--- src/rtl/code_lock_ctrl_if.sv ---
// Signal bundle between the code-lock controller and its board-level surroundings.
// The slave side is the controller; the master side drives the key and comparator result.
interface code_lock_ctrl_if;
    logic       enter_n;
    logic       match;
    logic       unlocked;
    logic       lockout;
    logic [3:0] tries_left;
    logic [6:0] hex_status;
    logic [6:0] hex_tries;

    modport master (
        output enter_n,
        output match,
        input  unlocked,
        input  lockout,
        input  tries_left,
        input  hex_status,
        input  hex_tries
    );

    modport slave (
        input  enter_n,
        input  match,
        output unlocked,
        output lockout,
        output tries_left,
        output hex_status,
        output hex_tries
    );
endinterface

--- src/rtl/code_lock_ctrl.sv ---
// Code-lock state machine: synchronizes the enter key and match result, counts failed
// attempts, and holds timed OPEN and LOCKOUT windows while driving two HEX displays.
module code_lock_ctrl #(
    parameter int MAX_TRIES      = 3,
    parameter int UNLOCK_CYCLES  = 250000000,
    parameter int LOCKOUT_CYCLES = 500000000
) (
    input logic             clk,
    input logic             reset_n,
    code_lock_ctrl_if.slave bus
);

    localparam int MAX_CYCLES = (UNLOCK_CYCLES > LOCKOUT_CYCLES) ? UNLOCK_CYCLES : LOCKOUT_CYCLES;
    localparam int TW         = (MAX_CYCLES > 1) ? $clog2(MAX_CYCLES) : 1;

    localparam logic [TW-1:0] UNLOCK_LAST  = TW'(UNLOCK_CYCLES - 1);
    localparam logic [TW-1:0] LOCKOUT_LAST = TW'(LOCKOUT_CYCLES - 1);
    localparam logic [3:0]    TRIES_INIT   = 4'(MAX_TRIES);

    localparam logic [1:0] ST_ARMED   = 2'd0;
    localparam logic [1:0] ST_OPEN    = 2'd1;
    localparam logic [1:0] ST_LOCKOUT = 2'd2;

    localparam logic [6:0] GLYPH_L     = 7'b1000111;
    localparam logic [6:0] GLYPH_O     = 7'b1000000;
    localparam logic [6:0] GLYPH_DASH  = 7'b0111111;
    localparam logic [6:0] GLYPH_BLANK = 7'b1111111;

    function automatic logic [6:0] digit(input logic [3:0] value);
        logic [6:0] seg;
        case (value)
            4'd0:    seg = 7'b1000000;
            4'd1:    seg = 7'b1111001;
            4'd2:    seg = 7'b0100100;
            4'd3:    seg = 7'b0110000;
            4'd4:    seg = 7'b0011001;
            4'd5:    seg = 7'b0010010;
            4'd6:    seg = 7'b0000010;
            4'd7:    seg = 7'b1111000;
            4'd8:    seg = 7'b0000000;
            4'd9:    seg = 7'b0010000;
            default: seg = GLYPH_BLANK;
        endcase
        return seg;
    endfunction

    logic          r_enterSync1;
    logic          r_enterSync2;
    logic          r_enterPrev;
    logic          r_matchSync1;
    logic          r_matchSync2;
    logic          r_press;
    logic          r_pressMatch;
    logic          w_pressEdge;

    logic [1:0]    r_state;
    logic [3:0]    r_tries;
    logic [TW-1:0] r_timer;
    logic          r_unlocked;
    logic          r_lockout;
    logic [6:0]    r_hexStatus;
    logic [6:0]    r_hexTries;

    logic [1:0]    w_stateNext;
    logic [3:0]    w_triesNext;
    logic [TW-1:0] w_timerNext;
    logic [6:0]    w_hexStatusNext;
    logic [6:0]    w_hexTriesNext;

    assign w_pressEdge = r_enterPrev & ~r_enterSync2;

    // The press pulse is registered once more, so match is captured alongside it from
    // the same sample edge as the first low enter_n sample.
    always_ff @(posedge clk or negedge reset_n) begin
        if (!reset_n) begin
            r_enterSync1 <= 1'b1;
            r_enterSync2 <= 1'b1;
            r_enterPrev  <= 1'b1;
            r_matchSync1 <= 1'b0;
            r_matchSync2 <= 1'b0;
            r_press      <= 1'b0;
            r_pressMatch <= 1'b0;
        end else begin
            r_enterSync1 <= bus.enter_n;
            r_enterSync2 <= r_enterSync1;
            r_enterPrev  <= r_enterSync2;
            r_matchSync1 <= bus.match;
            r_matchSync2 <= r_matchSync1;
            r_press      <= w_pressEdge;
            r_pressMatch <= r_matchSync2;
        end
    end

    always_comb begin
        w_stateNext = r_state;
        w_triesNext = r_tries;
        w_timerNext = r_timer;
        case (r_state)
            ST_ARMED: begin
                if (r_press) begin
                    if (r_pressMatch) begin
                        w_stateNext = ST_OPEN;
                        w_triesNext = TRIES_INIT;
                        w_timerNext = '0;
                    end else if (r_tries > 4'd1) begin
                        w_triesNext = r_tries - 4'd1;
                    end else begin
                        w_stateNext = ST_LOCKOUT;
                        w_triesNext = 4'd0;
                        w_timerNext = '0;
                    end
                end
            end
            ST_OPEN: begin
                if (r_timer == UNLOCK_LAST) begin
                    w_stateNext = ST_ARMED;
                    w_timerNext = '0;
                end else begin
                    w_timerNext = r_timer + 1'b1;
                end
            end
            ST_LOCKOUT: begin
                if (r_timer == LOCKOUT_LAST) begin
                    w_stateNext = ST_ARMED;
                    w_triesNext = TRIES_INIT;
                    w_timerNext = '0;
                end else begin
                    w_timerNext = r_timer + 1'b1;
                end
            end
            default: begin
                w_stateNext = ST_ARMED;
                w_triesNext = TRIES_INIT;
                w_timerNext = '0;
            end
        endcase
    end

    // Display glyphs are decoded from the next state so they change on the same edge.
    always_comb begin
        w_hexStatusNext = GLYPH_L;
        w_hexTriesNext  = digit(w_triesNext);
        case (w_stateNext)
            ST_OPEN: begin
                w_hexStatusNext = GLYPH_O;
                w_hexTriesNext  = GLYPH_BLANK;
            end
            ST_LOCKOUT: begin
                w_hexStatusNext = GLYPH_DASH;
            end
            default: begin
                w_hexStatusNext = GLYPH_L;
            end
        endcase
    end

    always_ff @(posedge clk or negedge reset_n) begin
        if (!reset_n) begin
            r_state     <= ST_ARMED;
            r_tries     <= TRIES_INIT;
            r_timer     <= '0;
            r_unlocked  <= 1'b0;
            r_lockout   <= 1'b0;
            r_hexStatus <= GLYPH_L;
            r_hexTries  <= digit(TRIES_INIT);
        end else begin
            r_state     <= w_stateNext;
            r_tries     <= w_triesNext;
            r_timer     <= w_timerNext;
            r_unlocked  <= (w_stateNext == ST_OPEN);
            r_lockout   <= (w_stateNext == ST_LOCKOUT);
            r_hexStatus <= w_hexStatusNext;
            r_hexTries  <= w_hexTriesNext;
        end
    end

    assign bus.unlocked   = r_unlocked;
    assign bus.lockout    = r_lockout;
    assign bus.tries_left = r_tries;
    assign bus.hex_status = r_hexStatus;
    assign bus.hex_tries  = r_hexTries;

endmodule

--- src/flat_wrapper.sv ---
// flat-port wrapper written by rule: the top's interface ports become plain ports
module code_lock_ctrl_flat 
#(
    parameter int MAX_TRIES      = 3,
    parameter int UNLOCK_CYCLES  = 250000000,
    parameter int LOCKOUT_CYCLES = 500000000
)
  (clk, reset_n, bus_enter_n, bus_match, bus_unlocked, bus_lockout, bus_tries_left, bus_hex_status, bus_hex_tries);
  code_lock_ctrl_if bus_i ();
  input logic clk;
  input logic reset_n;
  input wire logic [$bits(bus_i.enter_n)-1:0] bus_enter_n;
  input wire logic [$bits(bus_i.match)-1:0] bus_match;
  output wire logic [$bits(bus_i.unlocked)-1:0] bus_unlocked;
  output wire logic [$bits(bus_i.lockout)-1:0] bus_lockout;
  output wire logic [$bits(bus_i.tries_left)-1:0] bus_tries_left;
  output wire logic [$bits(bus_i.hex_status)-1:0] bus_hex_status;
  output wire logic [$bits(bus_i.hex_tries)-1:0] bus_hex_tries;
  assign bus_i.enter_n = bus_enter_n;
  assign bus_i.match = bus_match;
  assign bus_unlocked = bus_i.unlocked;
  assign bus_lockout = bus_i.lockout;
  assign bus_tries_left = bus_i.tries_left;
  assign bus_hex_status = bus_i.hex_status;
  assign bus_hex_tries = bus_i.hex_tries;
  code_lock_ctrl #(.MAX_TRIES(MAX_TRIES), .UNLOCK_CYCLES(UNLOCK_CYCLES), .LOCKOUT_CYCLES(LOCKOUT_CYCLES)) u_core (.clk(clk), .reset_n(reset_n), .bus(bus_i));
endmodule
--- config.mk ---
export PLATFORM = sky130hd
export DESIGN_NAME = code_lock_ctrl_flat
export DESIGN_NICKNAME = d
export VERILOG_FILES = /design/src/rtl/code_lock_ctrl_if.sv /design/src/rtl/code_lock_ctrl.sv /design/src/flat_wrapper.sv
export SDC_FILE = /design/constraint.sdc
export NUM_CORES = 1
export LEC_CHECK = 0
export CELL_PAD_IN_SITES_DETAIL_PLACEMENT = 0
export CELL_PAD_IN_SITES_GLOBAL_PLACEMENT = 2
export CORE_MARGIN = 4
export CORE_UTILIZATION = 40
export CTS_CLUSTER_DIAMETER = 100
export DETAILED_ROUTE_END_ITERATION = 10
export GPL_ROUTABILITY_DRIVEN = 0
export GPL_TIMING_DRIVEN = 0
export PLACE_DENSITY = 0.85
export SLEW_MARGIN = 25
export SYNTH_ARGS = -nofsm -noshare
export SYNTH_HDL_FRONTEND = slang
export SYNTH_SLANG_ARGS = --single-unit
--- constraint.sdc ---
create_clock -name clk -period 6.9 [get_ports clk]
set_clock_uncertainty 0.1 [all_clocks]
set_input_delay 2.07 -clock clk [delete_from_list [all_inputs] [get_ports clk]]
set_output_delay 2.07 -clock clk [all_outputs]
set_load 0.02 [all_outputs]
==> reports/metrics.csv, run 1 <==
stage,metric,value,unit
sta,setup_tns,0,ns
grt,grt_pass1_wl,11.6,mm
finish,final_cell_mix,"dfrtp_1, nand2_1, nor2_1",
setup_path,crit_end,bus_tries_left[0],
route,viasPerCell,5.46,
synthesis,synth_edf_count,0,
setup_path,worstPathMaxFanout,9,
power,p_per_area,355,nW/µm²
setup_path,r2r_end,u_core.bus.hex_tries[4],
route,detailroute.via_count,2441,
grt,grt_pass1_vias,2325,
finish,utilization,47.7,%
job,maxCapViolCount,0,
placed_design,port_buffers,23,
finish,nNetsFinal,363,
setup_path,crit_cells,1,
grt,grt_max_degree,54,
route,wl_per_cell,15.2,µm
synthesis,synth_top_flop_cell,dfrtp_1,
sta,hold_violations,0,
setup_path,path_delay_family,buffers and inverters,
cts,cts_buffers,5,
floorplanning,chipHeight,94.8,µm
setup_path,arrival,1.56,ns
setup_path,cp-end-kind,output port,
cts,cts_buffer_depth,2,
route,drt-initial-drc-count,127,
grt,grt.total_usage,16.4,%
finish,drive_above_1_share,11.5,%
placed_design,dp_hpwl,4.93,mm
synthesis,synth_area_leaders,"dfrtp_1, dfstp_2, ha_1, nand2_1, nor2_1",
floorplanning,fp-row-count,31,
setup_path,path_buf_inv,1,
sta,slew_violations,0,
cts,cts_tree,done,
finish,mostFrequentLayoutCell,dfrtp_1,
setup_path,crit_chain,clkdlybuf4s50_1,
cts,insertion_delay,0.32,ns
synthesis,syn-num-nets,333,
power,worst_ir_drop_vdd,0.148,mV
cts,ctsResizeCount,0,
power,fin_total_pwr,1230,µW
synthesis,ys_warn_count,0,
floorplanning,core_area,7290,µm²
setup_path,path_class,reg -> out,
setup_path,reg2reg_setup_slack,3.64,ns
sta,fmax,0.268,GHz
finish,finalNonFillerCells,447,
finish,antenna_cells,0,
synthesis,synth_top_area_cell,dfrtp_1,
sta,setup_viol,0,
min_path,hold_path_class,reg -> reg,
setup_path,worst_r2r_path_depth,12,
synthesis,ys_ff_latch,53,
floorplanning,die-width,94.8,µm
setup_path,slowest_stage,clkdlybuf4s50_1,
sta,relSlewSlack,54.5,%
setup_path,slowest_delay,0.63,ns
cts,cts_sinks,53,
synthesis,synth.distinct_cells,61,
cts,htreeDepth,2,
floorplanning,io_pins,24,
floorplanning,initial_utilization,41.4,%
sta,worst_pin_slew,0.683,ns
synthesis,synth_seq_area_share,44.4,%
finish,area_growth,15.4,%
outcome,status,"finished, final reports clean",
grt,overflow,0,
route,drtAntennaViolNets,0,
route,wirelength,6.77,mm
floorplanning,die_area,8990,µm²
sta,grt_setup_unrepaired,no,
synthesis,netlist_area,3020,µm²
grt,antenna_found_initial,0,
synthesis,async_flop_share,100,%
cts,root_buffer,clkbuf_8,
sta,finalCritPeriodShare,54.0,%
cts,ctsHoldBuffers,0,
route,drc,0,
cts,clk_pin_slew,0.10,ns
setup_path,worstPathRequired,4.73,ns
setup_path,start_kind,register,
min_path,min_from,u_core.r_matchSync2,
synthesis,syn_avg_cell_area,9.51,µm²
synthesis,synth_top_area_share,36.5,%
sta,period_needed,3.73,ns
cts,cts_setup_buffers,0,
placed_design,post-place-cells,439,
setup_path,r2r_start,u_core.bus.tries_left[0],
power,p_leak,0.00149,µW
setup_path,worstSetupStartpoint,u_core.bus.tries_left[0],
synthesis,synth_cells,317,
route,first_pass_iters,4,
cells in the mapped netlist, types with 2 or more instances:
cell,n
and3_1,8
ha_1,12
buf_4,6
a21oi_1,9
nor3b_1,3
o31ai_1,10
o31a_1,2
nor2b_1,10
and4b_1,3
buf_2,4
o41ai_1,2
o21ai_0,16
mux2i_1,2
inv_1,16
xnor2_1,7
o211ai_1,4
dfrtp_1,44
or3_1,4
clkbuf_1,3
xor2_1,2
or4_1,2
nand2_1,29
nor4_1,2
and2_1,3
nand3_1,14
nor2_1,23
nor3_1,6
nand4_1,4
dfstp_2,9
and4bb_1,2
nand2b_1,3
o21ai_1,16
o21a_1,6
a21o_1,4
registers in the layout, indices dropped and copies added (netlist names):
name	count
u_core.bus.unlocked	1
u_core.bus.hex_tries	7
u_core.r_timer	29
u_core.r_state	2
u_core.bus.tries_left	4
u_core.r_press	1
u_core.r_enterSync1	1
u_core.r_matchSync1	1
u_core.r_pressMatch	1
u_core.r_enterPrev	1
u_core.r_enterSync2	1
u_core.bus.lockout	1
u_core.r_matchSync2	1
u_core.bus.hex_status	2
cell families (layout without fill, tap and decap cells):
group	after synthesis	count (layout)	synth area share (%)
AOI/OAI and AO/OA	86	86	20.0
xor gates and xnor gates	9	9	2.61
adders and majority gates	12	12	4.98
buffers and inverters	31	62	5.02
DFF	53	53	44.4
muxes	2	2	0.664
and+or+nand+nor	124	124	22.4
final cells by class:
type / instances / area [µm²]
Fill cell: 731 / 3810
Multi-Input combinational cell: 233 / 1530
Sequential cell: 53 / 1340
Timing Repair Buffer: 23 / 228
Tap cell: 99 / 124
Buffer: 14 / 87.6
Clock buffer: 6 / 72.6
Inverter: 17 / 63.8
Clock inverter: 2 / 38.8
how the worst min path moves through the flow:
stage               depth (start not counted)  slack, ns                  end
global route                                0       0.27  u_core.r_enterSync2
floorplan                                   0       0.23  u_core.r_matchSync2
global placement                            0       0.23  u_core.r_pressMatch
detailed placement                          0       0.24  u_core.r_pressMatch
CTS                                         0       0.26  u_core.r_pressMatch
finish                                      0       0.26  u_core.r_pressMatch
report_power, final:
| group | switching, µW | total (µW) | internal [µW] | leakage (µW) |
|---|---|---|---|---|
| combinational | 373 | 620 | 247 | 0.000751 |
| clock | 107 | 216 | 109 | 0.0000554 |
| sequential | 27.9 | 398 | 370 | 0.000688 |
per-stage QoR:
step	cell area [µm²]	setup slack (ns)	hold WS, ns
after floorplan	3020	4.00	0.231
after global placement	3370	2.02	0.234
after detailed placement	3370	3.50	0.239
after CTS	3480	3.15	0.262
after global routing	3480	3.12	0.270
final	3480	3.17	0.258
per-layer routing:
| layer | up-vias | track usage [%] | share of wire [%] |
|---|---|---|---|
| li1 | 1198 | - | - |
| met1 | 1199 | 23.8 | 51 |
| met2 | 37 | 25.0 | 44 |
| met3 | 7 | 2.71 | 3.3 |
| met4 | 0 | 4.81 | 1.3 |
| met5 | - | 0 | 0 |
Note: power is estimated with default switching activity, not from simulation.
==> inputs of run 2 (changes only) <==
CORE_UTILIZATION = 37   (was 40)
PLACE_DENSITY = 0.79   (was 0.85)
clock period = 3.8 ns   (was 6.9 ns; I/O delays follow)
==> reports/metrics.csv, run 2 (synthesis results as in run 1) <==
stage,metric,value,unit
outcome,status,"finished, final reports clean",
min_path,min_from,u_core.r_matchSync2,
cts,cts_setup_buffers,0,
sta,fmax,0.310,GHz
grt,grt.total_usage,15.1,%
sta,period_needed,3.22,ns
grt,antenna_found_initial,0,
setup_path,arrival,3.36,ns
cts,clk_pin_slew,0.10,ns
placed_design,port_buffers,23,
power,p_per_area,630,nW/µm²
cts,htreeDepth,2,
cts,cts_tree,done,
sta,slew_violations,0,
cts,cts_sinks,53,
route,wl_per_cell,15.5,µm
power,p_leak,0.00150,µW
floorplanning,die_area,9660,µm²
finish,largest_reg_flops,29,
route,drc,0,
sta,worst_pin_slew,0.657,ns
grt,grt_max_degree,30,
grt,overflow,0,
cts,ctsResizeCount,0,
setup_path,reg2reg_setup_slack,0.58,ns
route,first_pass_iters,4,
floorplanning,chipHeight,98.3,µm
route,wirelength,6.98,mm
finish,antenna_cells,0,
setup_path,r2r_end,u_core.bus.hex_tries[4],
sta,setup_viol,0,
route,drt-initial-drc-count,116,
route,drtAntennaViolNets,0,
route,viasPerCell,5.46,
finish,top_register,u_core.r_timer,
setup_path,worst_r2r_path_depth,12,
finish,fill_cells,764,
sta,finalCritPeriodShare,84.8,%
floorplanning,fp-row-count,32,
sta,grt_setup_unrepaired,no,
setup_path,path_class,reg -> reg,
finish,area_growth,15.6,%
power,worst_ir_drop_vdd,0.248,mV
floorplanning,core_area,7810,µm²
finish,mostFrequentLayoutCell,dfrtp_1,
route,detailroute.via_count,2461,
placed_design,dp_hpwl,5.20,mm
setup_path,worstSetupStartpoint,u_core.bus.tries_left[0],
setup_path,start_kind,register,
floorplanning,die-width,98.3,µm
min_path,hold_path_class,reg -> reg,
finish,nNetsFinal,364,
setup_path,worstPathMaxFanout,9,
placed_design,dpl_cell_area,3390,µm²
setup_path,r2r_start,u_core.bus.tries_left[0],
finish,final_cell_mix,"dfrtp_1, nand2_1, nor2_1",
cts,root_buffer,clkbuf_8,
cts,insertion_delay,0.31,ns
cts,ctsHoldBuffers,0,
finish,stdcell_area,3490,µm²
grt,grt_pass1_vias,2414,
setup_path,cp-end-kind,register,
finish,drive_above_1_share,12.0,%
cts,cts_buffer_depth,2,
job,maxCapViolCount,0,
min_path,hold_depth,0,
cts,cts_buffers,5,
sta,relSlewSlack,56.1,%
floorplanning,io_pins,24,
floorplanning,initial_utilization,38.6,%
grt,grt_pass1_wl,11.9,mm
sta,hold_violations,0,
sta,setup_tns,0,ns
setup_path,worstPathRequired,3.94,ns
min_path,holdPathEnd,u_core.r_pressMatch,
## run 2: worst max path at each step
stage | to | cells past startpoint
floorplan | u_core.bus.hex_tries[4] | 12
global placement | u_core.bus.lockout | 1
detailed placement | u_core.bus.hex_tries[4] | 12
CTS | u_core.bus.hex_tries[4] | 12
global route | u_core.bus.hex_tries[4] | 12
finish | u_core.bus.hex_tries[4] | 12
## run 2: report_power, final
group	switching, µW	internal (µW)	total (µW)
sequential	54.2	672	726
clock	193	148	341
combinational	680	451	1130
total	927	1270	2200
## run 2: layout make-up
type,count,area [µm²],share of cell area (%)
clock buffers,6,82.6,2.37
flip-flops and latches,53,1340,38.4
inverters,17,63.8,1.83
repair buffers,24,248,7.10
plain buffers,14,87.6,2.51
well taps,102,128,3.66
multi-input cells,233,1530,43.8
clock inverters,2,13.8,0.395
## run 2: metrics by stage
stage	power (µW)	utilization [%]	hold slack, ns	cells	worst slack, ns
2_1_floorplan	1490	-	0.231	317	1.00
3_3_place_gp	1870	43.2	0.235	442	-0.212
3_5_place_dp	1880	43.4	0.241	443	0.562
4_1_cts	2230	44.7	0.264	451	0.553
5_1_grt	2370	44.7	0.271	451	0.336
6_report	2200	44.7	0.260	451	0.578
## run 2: worst max-delay path: stages, from the launching register on
cell and delay, ns:
dfstp_2 0.63, inv_1 0.06, ha_1 0.23, o21bai_1 0.55
o211ai_1 0.18, o211a_1 0.28, o21ai_0 0.13, nor2_1 0.14
ha_1 0.28, o31ai_1 0.24, a211o_1 0.15, a211oi_1 0.04
o21ai_1 0.15
## run 2: routing by layer
layer / vias to the layer above / share of wire [%] / global-route usage, %
met2: 42 / 44 / 23.1
met1: 1212 / 52 / 22.1
met5: - / 0 / 0
li1: 1201 / - / -
met3: 6 / 3.1 / 2.71
met4: 0 / 0.96 / 3.99
==> inputs of run 3 (changes only) <==
clock period = 3.1 ns   (was 3.8 ns; I/O delays follow)
==> reports/metrics.csv, run 3 (synthesis results as in run 1) <==
stage,metric,value,unit
finish,finalNonFillerCells,455,
route,detailroute.via_count,2467,
setup_path,arrival,3.04,ns
finish,fill_cells,766,
cts,cts_tree,done,
finish,final_cell_mix,"dfrtp_1, nand2_1, nor2_1, clkdlybuf4s50_1, o21ai_1",
grt,grt_max_degree,30,
floorplanning,initial_utilization,38.6,%
sta,relSlewSlack,59.1,%
setup_path,cp-end-kind,register,
placed_design,post-place-cells,443,
placed_design,dp_hpwl,5.20,mm
cts,htreeDepth,2,
cts,clk_pin_slew,0.10,ns
route,drt-initial-drc-count,112,
cts,ctsHoldBuffers,0,
grt,antenna_found_initial,0,
setup_path,worstPathMaxFanout,6,
cts,root_buffer,clkbuf_8,
route,drtAntennaViolNets,0,
setup_path,crit_chain,"ha_1, and3_1, nand3_2, nor3_2, a2111o_1, inv_2, ha_2, inv_1, a21o_1, a211o_1, a211oi_1, o21ai_1",
setup_path,path_delay_family,compound AO/OA/AOI/OAI gates,
route,viasPerCell,5.42,
route,first_pass_iters,4,
cts,cts_sinks,53,
placed_design,port_buffers,23,
setup_path,slowest_stage,a2111o_1,
power,p_per_area,783,nW/µm²
power,worst_ir_drop_vdd,0.311,mV
power,p_leak,0.00152,µW
outcome,status,"finished, final reports clean",
sta,worst_pin_slew,0.609,ns
sta,slew_violations,0,
finish,nNetsFinal,368,
finish,antenna_cells,0,
route,wl_per_cell,15.4,µm
floorplanning,die_area,9660,µm²
finish,largest_reg_flops,29,
grt,grt_pass1_vias,2419,
finish,area.sequential,1340,µm²
floorplanning,io_pins,24,
job,maxCapViolCount,0,
grt,grt_pass1_wl,12.0,mm
placed_design,dp_slack,-0.138,ns
sta,period_needed,2.91,ns
sta,postLayoutSetupSlackWorst,0.194,ns
finish,top_register,u_core.r_timer,
sta,setup_viol,0,
floorplanning,core_area,7810,µm²
setup_path,path_buf_inv,2,
cts,cts_buffer_depth,2,
min_path,hold_path_class,reg -> reg,
finish,multiInputGateArea,1550,µm²
finish,drive_above_1_share,14.4,%
floorplanning,die-width,98.3,µm
sta,hold_violations,0,
cts,cts_buffers,5,
setup_path,start_kind,register,
grt,overflow,0,
setup_path,path_class,reg -> reg,
sta,grt_setup_unrepaired,no,
setup_path,slowest_delay,0.50,ns
sta,finalCritPeriodShare,93.7,%
route,wirelength,7.01,mm
finish,mostFrequentLayoutCell,dfrtp_1,
finish,area_growth,17.5,%
floorplanning,fp-row-count,32,
setup_path,worstPathRequired,3.23,ns
floorplanning,chipHeight,98.3,µm
route,drc,0,
sta,fmax,0.344,GHz
grt,grt.total_usage,15.1,%
cts,insertion_delay,0.31,ns
==> run 3: worst reg2reg max path, cell delays in order, from the launching register on <==
cell and delay (ns):
dfrtp_1 0.43, ha_1 0.24, and3_1 0.27, nand3_2 0.16, nor3_2 0.08, a2111o_1 0.50, inv_2 0.12, ha_2 0.21
inv_1 0.04, a21o_1 0.15, a211o_1 0.22, a211oi_1 0.22, o21ai_1 0.10
==> run 3: metrics by stage <==
| step | setup TNS, ns | hold WS [ns] | power, µW | area (µm²) | util (%) |
|---|---|---|---|---|---|
| final | 0 | 0.260 | 2780 | 3540 | 45.4 |
| after global routing | 0 | 0.271 | 3000 | 3540 | 45.4 |
| after CTS | 0 | 0.264 | 2740 | 3490 | 44.7 |
| after detailed placement | -0.138 | 0.241 | 2310 | 3390 | 43.4 |
| after global placement | -31.73 | 0.235 | 2300 | 3370 | 43.2 |
| after floorplan | 0 | 0.231 | 1830 | 3020 | - |
==> run 3: area by class of cell <==
cell class / instances / share of cell area, %
buffer: 14 / 2.47
clock buffer: 6 / 2.33
clock inverter: 2 / 0.388
inverter: 17 / 1.80
multi-input combinational: 233 / 43.8
sequential: 53 / 37.7
tap: 102 / 3.60
timing repair buffer: 28 / 7.84
==> run 3: routing by layer <==
| layer | vias to the layer above | track usage, % | part of all wire, % |
|---|---|---|---|
| met3 | 6 | 2.71 | 3.8 |
| met2 | 50 | 23.2 | 44 |
| met5 | - | 0 | 0 |
| li1 | 1208 | - | - |
| met4 | 0 | 3.99 | 0.96 |
| met1 | 1203 | 22.1 | 51 |
==> run 3: what timing repair did <==
item,CTS,global route
endpoints found under the setup margin,1,1
pin swaps,0,5
setup buffers,0,4
gates resized for setup,1,7
endpoints found under the hold margin,0,0
==> run 3: power breakdown <==
group          internal (µW)  switching, µW  leakage (µW)  total, µW
Combinational            614            860      0.000782       1470
Clock                    182            235     0.0000512        417
Sequential               824           61.1      0.000688        885
==> run 3: final timing paths <==
check                               startpoint                      end  slack, ns  cells past startpoint
setup reg to reg             u_core.r_timer[0]  u_core.bus.hex_tries[4]       0.19                     12
min in group asynchronous              reset_n       u_core.r_timer[24]       0.40                      1
setup / recovery             u_core.r_timer[0]  u_core.bus.hex_tries[4]       0.19                     12
hold / removal             u_core.r_matchSync2      u_core.r_pressMatch       0.26                      0
max in group asynchronous              reset_n      u_core.r_enterSync2       1.96                      2
hold reg to reg            u_core.r_matchSync2      u_core.r_pressMatch       0.26                      0
